**src/rtl/seven_seg_pkg.sv**
```systemverilog
// Shared types and constants for the multi-digit seven-segment counter.
// Segment order is {g,f,e,d,c,b,a}, active high.
package seven_seg_pkg;

    typedef logic [3:0] bcd_t;

    localparam bcd_t BCD_MAX = 4'd9;

    localparam logic [6:0] SEG_0     = 7'b0111111;
    localparam logic [6:0] SEG_1     = 7'b0000110;
    localparam logic [6:0] SEG_2     = 7'b1011011;
    localparam logic [6:0] SEG_3     = 7'b1001111;
    localparam logic [6:0] SEG_4     = 7'b1100110;
    localparam logic [6:0] SEG_5     = 7'b1101101;
    localparam logic [6:0] SEG_6     = 7'b1111101;
    localparam logic [6:0] SEG_7     = 7'b0000111;
    localparam logic [6:0] SEG_8     = 7'b1111111;
    localparam logic [6:0] SEG_9     = 7'b1101111;
    localparam logic [6:0] SEG_BLANK = 7'b0000000;

endpackage

```
**src/rtl/seven_segment_counter_mux_if.sv**
```systemverilog
// Control inputs and display/count outputs of the multi-digit counter.
// The counter itself connects through the slave modport.
interface seven_segment_counter_mux_if #(
    parameter int NUM_DIGITS = 4
);
    logic                      run;
    logic                      up_down;
    logic                      clear;
    logic [4*NUM_DIGITS-1:0]   count_bcd;
    logic                      tick;
    logic                      rollover;
    logic [6:0]                seg;
    logic                      dp;
    logic [NUM_DIGITS-1:0]     digit_sel;

    modport master (
        output run, up_down, clear,
        input  count_bcd, tick, rollover, seg, dp, digit_sel
    );

    modport slave (
        input  run, up_down, clear,
        output count_bcd, tick, rollover, seg, dp, digit_sel
    );
endinterface

```
**src/rtl/bcd_digit.sv**
```systemverilog
// One decimal digit of the counter chain: steps when enabled and the
// lower digits carry/borrow into it, and reports its own carry/borrow out.
module bcd_digit
    import seven_seg_pkg::*;
(
    input  logic clk,
    input  logic reset,
    input  logic clear,
    input  logic en,
    input  logic up,
    input  logic cin,
    output bcd_t q,
    output logic cout
);

    assign cout = cin & (up ? (q == BCD_MAX) : (q == 4'd0));

    always_ff @(posedge clk) begin
        if (reset) begin
            q <= 4'd0;
        end else if (clear) begin
            q <= 4'd0;
        end else if (en && cin) begin
            if (up)
                q <= (q >= BCD_MAX) ? 4'd0 : q + 4'd1;
            else
                q <= (q == 4'd0 || q > BCD_MAX) ? BCD_MAX : q - 4'd1;
        end
    end

endmodule

```
**src/rtl/seg7.sv**
```systemverilog
// BCD to seven-segment decoder, segments {g,f,e,d,c,b,a} active high.
// Non-decimal codes decode to all segments off.
module seg7
    import seven_seg_pkg::*;
(
    input  bcd_t       digit,
    output logic [6:0] seg
);

    always_comb begin
        seg = SEG_BLANK;
        case (digit)
            4'd0:    seg = SEG_0;
            4'd1:    seg = SEG_1;
            4'd2:    seg = SEG_2;
            4'd3:    seg = SEG_3;
            4'd4:    seg = SEG_4;
            4'd5:    seg = SEG_5;
            4'd6:    seg = SEG_6;
            4'd7:    seg = SEG_7;
            4'd8:    seg = SEG_8;
            4'd9:    seg = SEG_9;
            default: seg = SEG_BLANK;
        endcase
    end

endmodule

```
**src/rtl/seven_segment_counter_mux.sv**
```systemverilog
// N-digit BCD up/down counter with prescaled tick and a time-multiplexed
// seven-segment scan with optional leading-zero blanking.
module seven_segment_counter_mux
    import seven_seg_pkg::*;
#(
    parameter logic [23:0] TICK_COUNT = 24'd10_000_000,
    parameter int          NUM_DIGITS = 4,
    parameter logic [15:0] SCAN_COUNT = 16'd10_000,
    parameter bit          BLANK_LZ   = 1'b1
) (
    input  logic                        clk,
    input  logic                        reset,
    seven_segment_counter_mux_if.slave  bus
);

    localparam int PW = $clog2(32'(TICK_COUNT) + 32'd1);
    localparam int SW = (SCAN_COUNT > 16'd1) ? $clog2(32'(SCAN_COUNT)) : 1;
    localparam int IW = (NUM_DIGITS > 1) ? $clog2(NUM_DIGITS) : 1;

    localparam logic [PW-1:0]         TC       = PW'(TICK_COUNT);
    localparam logic [SW-1:0]         SC_LAST  = SW'(SCAN_COUNT - 16'd1);
    localparam logic [IW-1:0]         IDX_LAST = IW'(NUM_DIGITS - 1);
    localparam logic [NUM_DIGITS-1:0] SEL_ONE  = NUM_DIGITS'(1);

    logic [PW-1:0]           presc_q;
    logic                    tick_q;
    logic                    rollover_q;
    bcd_t                    digit_q [NUM_DIGITS];
    logic [NUM_DIGITS:0]     carry;
    logic [4*NUM_DIGITS-1:0] count_bcd;
    logic [SW-1:0]           scan_cnt;
    logic [IW-1:0]           idx;
    logic [NUM_DIGITS-1:0]   lz;
    bcd_t                    sel_digit;
    logic                    blank_sel;
    logic [6:0]              seg_dec;
    logic [6:0]              seg_q;
    logic                    dp_q;
    logic [NUM_DIGITS-1:0]   digit_sel_q;

    always_ff @(posedge clk) begin
        if (reset) begin
            presc_q <= '0;
            tick_q  <= 1'b0;
        end else if (bus.clear) begin
            presc_q <= '0;
            tick_q  <= 1'b0;
        end else if (bus.run) begin
            if (presc_q == TC) begin
                presc_q <= '0;
                tick_q  <= 1'b1;
            end else begin
                presc_q <= presc_q + 1'b1;
                tick_q  <= 1'b0;
            end
        end else begin
            tick_q <= 1'b0;
        end
    end

    // Carry/borrow ripples combinationally so the whole chain settles in one step.
    assign carry[0] = 1'b1;

    for (genvar g = 0; g < NUM_DIGITS; g++) begin : g_digit
        bcd_digit u_digit (
            .clk   (clk),
            .reset (reset),
            .clear (bus.clear),
            .en    (tick_q),
            .up    (bus.up_down),
            .cin   (carry[g]),
            .q     (digit_q[g]),
            .cout  (carry[g+1])
        );
    end

    always_comb begin
        count_bcd = '0;
        for (int i = 0; i < NUM_DIGITS; i++)
            count_bcd[4*i +: 4] = digit_q[i];
    end

    always_ff @(posedge clk) begin
        if (reset)
            rollover_q <= 1'b0;
        else if (bus.clear)
            rollover_q <= 1'b0;
        else
            rollover_q <= tick_q & carry[NUM_DIGITS];
    end

    always_ff @(posedge clk) begin
        if (reset) begin
            scan_cnt <= '0;
            idx      <= '0;
        end else if (scan_cnt == SC_LAST) begin
            scan_cnt <= '0;
            idx      <= (idx == IDX_LAST) ? '0 : idx + 1'b1;
        end else begin
            scan_cnt <= scan_cnt + 1'b1;
        end
    end

    // lz[i]: digit i and every digit above it are zero.
    always_comb begin
        lz = '0;
        lz[NUM_DIGITS-1] = (digit_q[NUM_DIGITS-1] == 4'd0);
        for (int i = NUM_DIGITS - 2; i >= 0; i--)
            lz[i] = lz[i+1] & (digit_q[i] == 4'd0);
    end

    assign sel_digit = digit_q[idx];
    assign blank_sel = BLANK_LZ && (idx != '0) && lz[idx];

    seg7 u_seg7 (
        .digit (sel_digit),
        .seg   (seg_dec)
    );

    // Segments, dp and enable all come from the same idx so they never disagree.
    always_ff @(posedge clk) begin
        if (reset) begin
            seg_q       <= SEG_BLANK;
            dp_q        <= 1'b0;
            digit_sel_q <= '0;
        end else begin
            seg_q       <= blank_sel ? SEG_BLANK : seg_dec;
            dp_q        <= (idx == '0) && !bus.run;
            digit_sel_q <= SEL_ONE << idx;
        end
    end

    assign bus.count_bcd = count_bcd;
    assign bus.tick      = tick_q;
    assign bus.rollover  = rollover_q;
    assign bus.seg       = seg_q;
    assign bus.dp        = dp_q;
    assign bus.digit_sel = digit_sel_q;

endmodule

```
**src/flat_wrapper.sv**
```systemverilog
// flat-port wrapper written by rule: the top's interface ports become plain ports
module seven_segment_counter_mux_flat import seven_seg_pkg::*;
#(
    parameter logic [23:0] TICK_COUNT = 24'd10_000_000,
    parameter int          NUM_DIGITS = 4,
    parameter logic [15:0] SCAN_COUNT = 16'd10_000,
    parameter bit          BLANK_LZ   = 1'b1
)
  (clk, reset, bus_run, bus_up_down, bus_clear, bus_count_bcd, bus_tick, bus_rollover, bus_seg, bus_dp, bus_digit_sel);
  seven_segment_counter_mux_if #(.NUM_DIGITS(NUM_DIGITS)) bus_i ();
  input  logic clk;
  input  logic reset;
  input wire logic [$bits(bus_i.run)-1:0] bus_run;
  input wire logic [$bits(bus_i.up_down)-1:0] bus_up_down;
  input wire logic [$bits(bus_i.clear)-1:0] bus_clear;
  output wire logic [$bits(bus_i.count_bcd)-1:0] bus_count_bcd;
  output wire logic [$bits(bus_i.tick)-1:0] bus_tick;
  output wire logic [$bits(bus_i.rollover)-1:0] bus_rollover;
  output wire logic [$bits(bus_i.seg)-1:0] bus_seg;
  output wire logic [$bits(bus_i.dp)-1:0] bus_dp;
  output wire logic [$bits(bus_i.digit_sel)-1:0] bus_digit_sel;
  assign bus_i.run = bus_run;
  assign bus_i.up_down = bus_up_down;
  assign bus_i.clear = bus_clear;
  assign bus_count_bcd = bus_i.count_bcd;
  assign bus_tick = bus_i.tick;
  assign bus_rollover = bus_i.rollover;
  assign bus_seg = bus_i.seg;
  assign bus_dp = bus_i.dp;
  assign bus_digit_sel = bus_i.digit_sel;
  seven_segment_counter_mux #(.TICK_COUNT(TICK_COUNT), .NUM_DIGITS(NUM_DIGITS), .SCAN_COUNT(SCAN_COUNT), .BLANK_LZ(BLANK_LZ)) u_core (.clk(clk), .reset(reset), .bus(bus_i));
endmodule
```
**config.mk**
```make
export PLATFORM = sky130hd
export DESIGN_NAME = seven_segment_counter_mux_flat
export DESIGN_NICKNAME = d
export VERILOG_FILES = /design/src/rtl/seven_seg_pkg.sv /design/src/rtl/seven_segment_counter_mux_if.sv /design/src/rtl/bcd_digit.sv /design/src/rtl/seg7.sv /design/src/rtl/seven_segment_counter_mux.sv /design/src/flat_wrapper.sv
export SDC_FILE = /design/constraint.sdc
export NUM_CORES = 1
export LEC_CHECK = 0
export CAP_MARGIN = 20
export CORE_MARGIN = 2
export CORE_UTILIZATION = 43
export CTS_BUF_LIST = sky130_fd_sc_hd__clkbuf_8
export DETAILED_ROUTE_END_ITERATION = 8
export PLACE_DENSITY = 0.77
export SLEW_MARGIN = 25
export SYNTH_ARGS = -nofsm -noshare
export SYNTH_HDL_FRONTEND = slang
export SYNTH_SLANG_ARGS = --single-unit
```
**constraint.sdc**
```tcl
create_clock -name clk -period 2.3 [get_ports clk]
set_clock_uncertainty 0.15 [all_clocks]
set_input_delay 0.23 -clock clk [delete_from_list [all_inputs] [get_ports clk]]
set_output_delay 0.23 -clock clk [all_outputs]
set_load 0.01 [all_outputs]
```
==> impl_metrics.ini, run 1 <==
[flow_run]
cap_viol_max_count = 0

[worst_setup_path]
critPathRequiredTime_ns = 2.40
worstPathArrival_ns = 2.30
end_kind = flop
cp_max_fo = 9
path_class = flop to flop
cp-start-kind = flop

[clock_network]
clk_latency_ns = 0.34
htree_levels = 3
root_buffer = clkbuf_8
post-cts-setup-buffers = 0
cts.path.max_buffers = 2
clk_pin_slew_ns = 0.07
ctsHoldBuffers = 0
cts_resized = 0
clock-sinks = 70
numCtsBuffers = 9
cts_tree = yes

[yosys]
synth_area_leaders = dfxtp_1 (34%), ha_1 (7.1%), xnor2_1 (4.9%), a21oi_1 (4.9%), nor2_1 (3.5%)
synthCells = 481
netlist.area_leader.share = 0.3440
ys_seq_area_frac = 0.3440
ys.flop_type = dfxtp_1
synthDistinctLibCells = 67
yosys.area_share.simple = 0.2383
synth-xor-area-share = 0.06665
syn-num-nets = 509
synth-async-reset-ratio = 0
syn_area_mm2 = 0.004074
synth_top_cell_by_area = dfxtp_1
syn_avg_cell_area_um2 = 8.470
synth_top_family_by_area = simple AND/OR/NAND/NOR gates
synthMuxAreaShare = 0.03808
yosys_warnings = 0
ys_ff_latch = 70
synthAdderAreaFrac = 0.07064
synth_compound_gate_area_share = 0.1858
synth_edf_count = 0

[timing]
maxSlewHeadroom = 0.6483
worst_slack_ns = 0.09873
fin_crit_sh = 0.9571
max_freq_ghz = 0.4543
drv_slew = 0
worst_pin_slew_ns = 0.5275
period_needed_ns = 2.201
hold_viol = 0
finalSetupViolCount = 0

[route]
routed_wirelength_um = 9419
wl_per_cell_um = 14.67
drt-vias-per-instance = 5.824
postRouteAntennaNets = 0
drc = 0
dr.pass1.iters = 4
dr_total_vias = 3739
drtIter0Drc = 180

[placed_design]
io_buffers = 34
dp_slack_ns = -0.02227
placed_cell_area_mm2 = 0.004654
gp_congestion = 0.8855
hpwl_um = 6907

[global_route]
grt_pass1_vias = 3448
antenna_found_initial = 0
grt_remaining_overflow = 0
grt_start_max_net_pins = 27
grt_pass1_wl_um = 15790
grt_use_total = 0.1922

[layout]
drive_above_1_share = 0.1186
syn_to_final_growth_pct = 19.53
antennaDiodeCount = 0
fin_nets = 554
finalInstanceArea_mm2 = 0.004870
fillers = 837

[power_and_ir_drop]
p_leak_nw = 1.696
power_density_mw_per_mm2 = 483.5
ir_worst_vdd_v = 0.0003500

[die]
num_rows = 35
die_width_um = 101.3
pin_count = 35
die_height_um = 101.3
core_mm2 = 0.009196
initial_utilization = 0.4430
dieArea_mm2 = 0.01027

[status]
outcome = complete, no violations

[worst_hold_path]
hold_class = flop to flop
cell usage after synthesis (3+ instances only):
library cell,count
a211oi_1,3
a21o_1,4
a21oi_1,40
a31oi_1,5
and2_1,4
and3_1,3
buf_2,4
clkbuf_1,20
dfxtp_1,70
ha_1,23
inv_1,33
mux4_2,5
nand2_1,25
nand3_1,17
nand3b_1,4
nand4_1,12
nor2_1,38
nor2b_1,3
nor3_1,18
nor3b_1,8
nor4_1,5
nor4b_1,6
o211a_1,3
o21ai_0,20
o21bai_1,6
o221ai_1,3
o22ai_1,4
o31ai_1,4
o41ai_1,4
or3_1,5
or3_2,3
or4_1,3
xnor2_1,23
xor2_1,8
kinds of logic after synthesis:
logic type | after synthesis
DFF | 70
buffers and inverters | 59
and+or+nand+nor | 172
muxes | 9
adders and majority gates | 23
xor gates and xnor gates | 31
AOI/OAI and AO/OA | 117
worst max-delay path, stage by stage (launching register included):
cell     delay, ns
dfxtp_1       0.41
inv_1         0.10
ha_1          0.30
nor4b_2       0.36
o221a_1       0.31
and2_1        0.25
nor4b_1       0.24
stage by stage:
step | instances | hold slack, ns | TNS [ns] | power, mW | util
final | 642 | 0.3309 | 0 | 2.354 | 0.5295
after global routing | 642 | 0.3773 | -0.03714 | 2.462 | 0.5295
after CTS | 642 | 0.3350 | 0 | 2.392 | 0.5288
after detailed placement | 626 | 0.3203 | -0.02227 | 1.374 | 0.5061
after global placement | 626 | 0.3042 | 0 | 1.371 | 0.5061
after floorplan | 481 | 0.2879 | 0 | 1.320 | -
cell usage in the layout (no fill, tap or decap), types with 5 or more instances in the layout:
master,instances
clkbuf_8,11
nand3_1,17
nor4b_1,5
mux4_2,5
o21bai_1,6
nor2_1,38
nor4_1,5
o21ai_0,20
inv_1,33
a21oi_1,40
nor3b_1,8
nand4_1,12
clkdlybuf4s50_1,34
dfxtp_1,70
nor3_1,18
a31oi_1,5
buf_4,25
or3_1,5
nand2_1,25
ha_1,23
xor2_1,8
xnor2_1,23
cell type report:
class,instances,area [µm²],area share
clock buffer,11,151.4,0.03109
multi-input combinational,352,2449,0.5028
sequential,70,1401,0.2878
inverter,33,123.9,0.02544
timing repair buffer,60,548.0,0.1125
tap,111,138.9,0.02852
clock inverter,5,57.56,0.01182
worst paths after layout:
kind,from,endpoint,slack (ns),cells past startpoint
worst max-delay path,u_core.g_digit[1].u_digit.q[0]$_SDFFE_PP0P_,u_core.bus.rollover$_SDFF_PP0_,0.1,6
worst min-delay path,u_core.scan_cnt[0]$_SDFF_PP0_,u_core.scan_cnt[0]$_SDFF_PP0_,0.33,1
worst max register to register,u_core.g_digit[1].u_digit.q[0]$_SDFFE_PP0P_,u_core.bus.rollover$_SDFF_PP0_,0.1,6
worst min register to register,u_core.scan_cnt[0]$_SDFF_PP0_,u_core.scan_cnt[0]$_SDFF_PP0_,0.33,1
power breakdown:
group	switching [mW]	internal, mW	leakage, nW
clock	0.450	0.557	0.0976
sequential	0.00842	1.22	0.567
combinational	0.0616	0.0526	1.03
metal layers:
layer	part of all wire	wire length, µm	GRT usage	up-vias
met4	0.020	191	0.06133	0
met1	0.42	3984	0.2322	1768
met3	0.059	555	0.04900	17
met5	0	0	0	-
li1	-	-	-	1833
met2	0.50	4687	0.3347	121
flip-flops by register name (all words and copies together) (netlist names):
signal                    count
u_core.presc_q               24
u_core.idx                    2
u_core.bus.dp                 1
u_core.scan_cnt              14
u_core.bus.digit_sel          4
u_core.bus.rollover           1
u_core.bus.seg                7
u_core.g_digit.u_digit.q     16
u_core.bus.tick               1
(Power assumes the default switching activity.)
==> run 2, diff against run 1 <==
Settings changed: CTS_CLUSTER_SIZE set to 28.
==> results of run 2 <==
The final DEF is identical to that of run 1; final timing and power are the same.
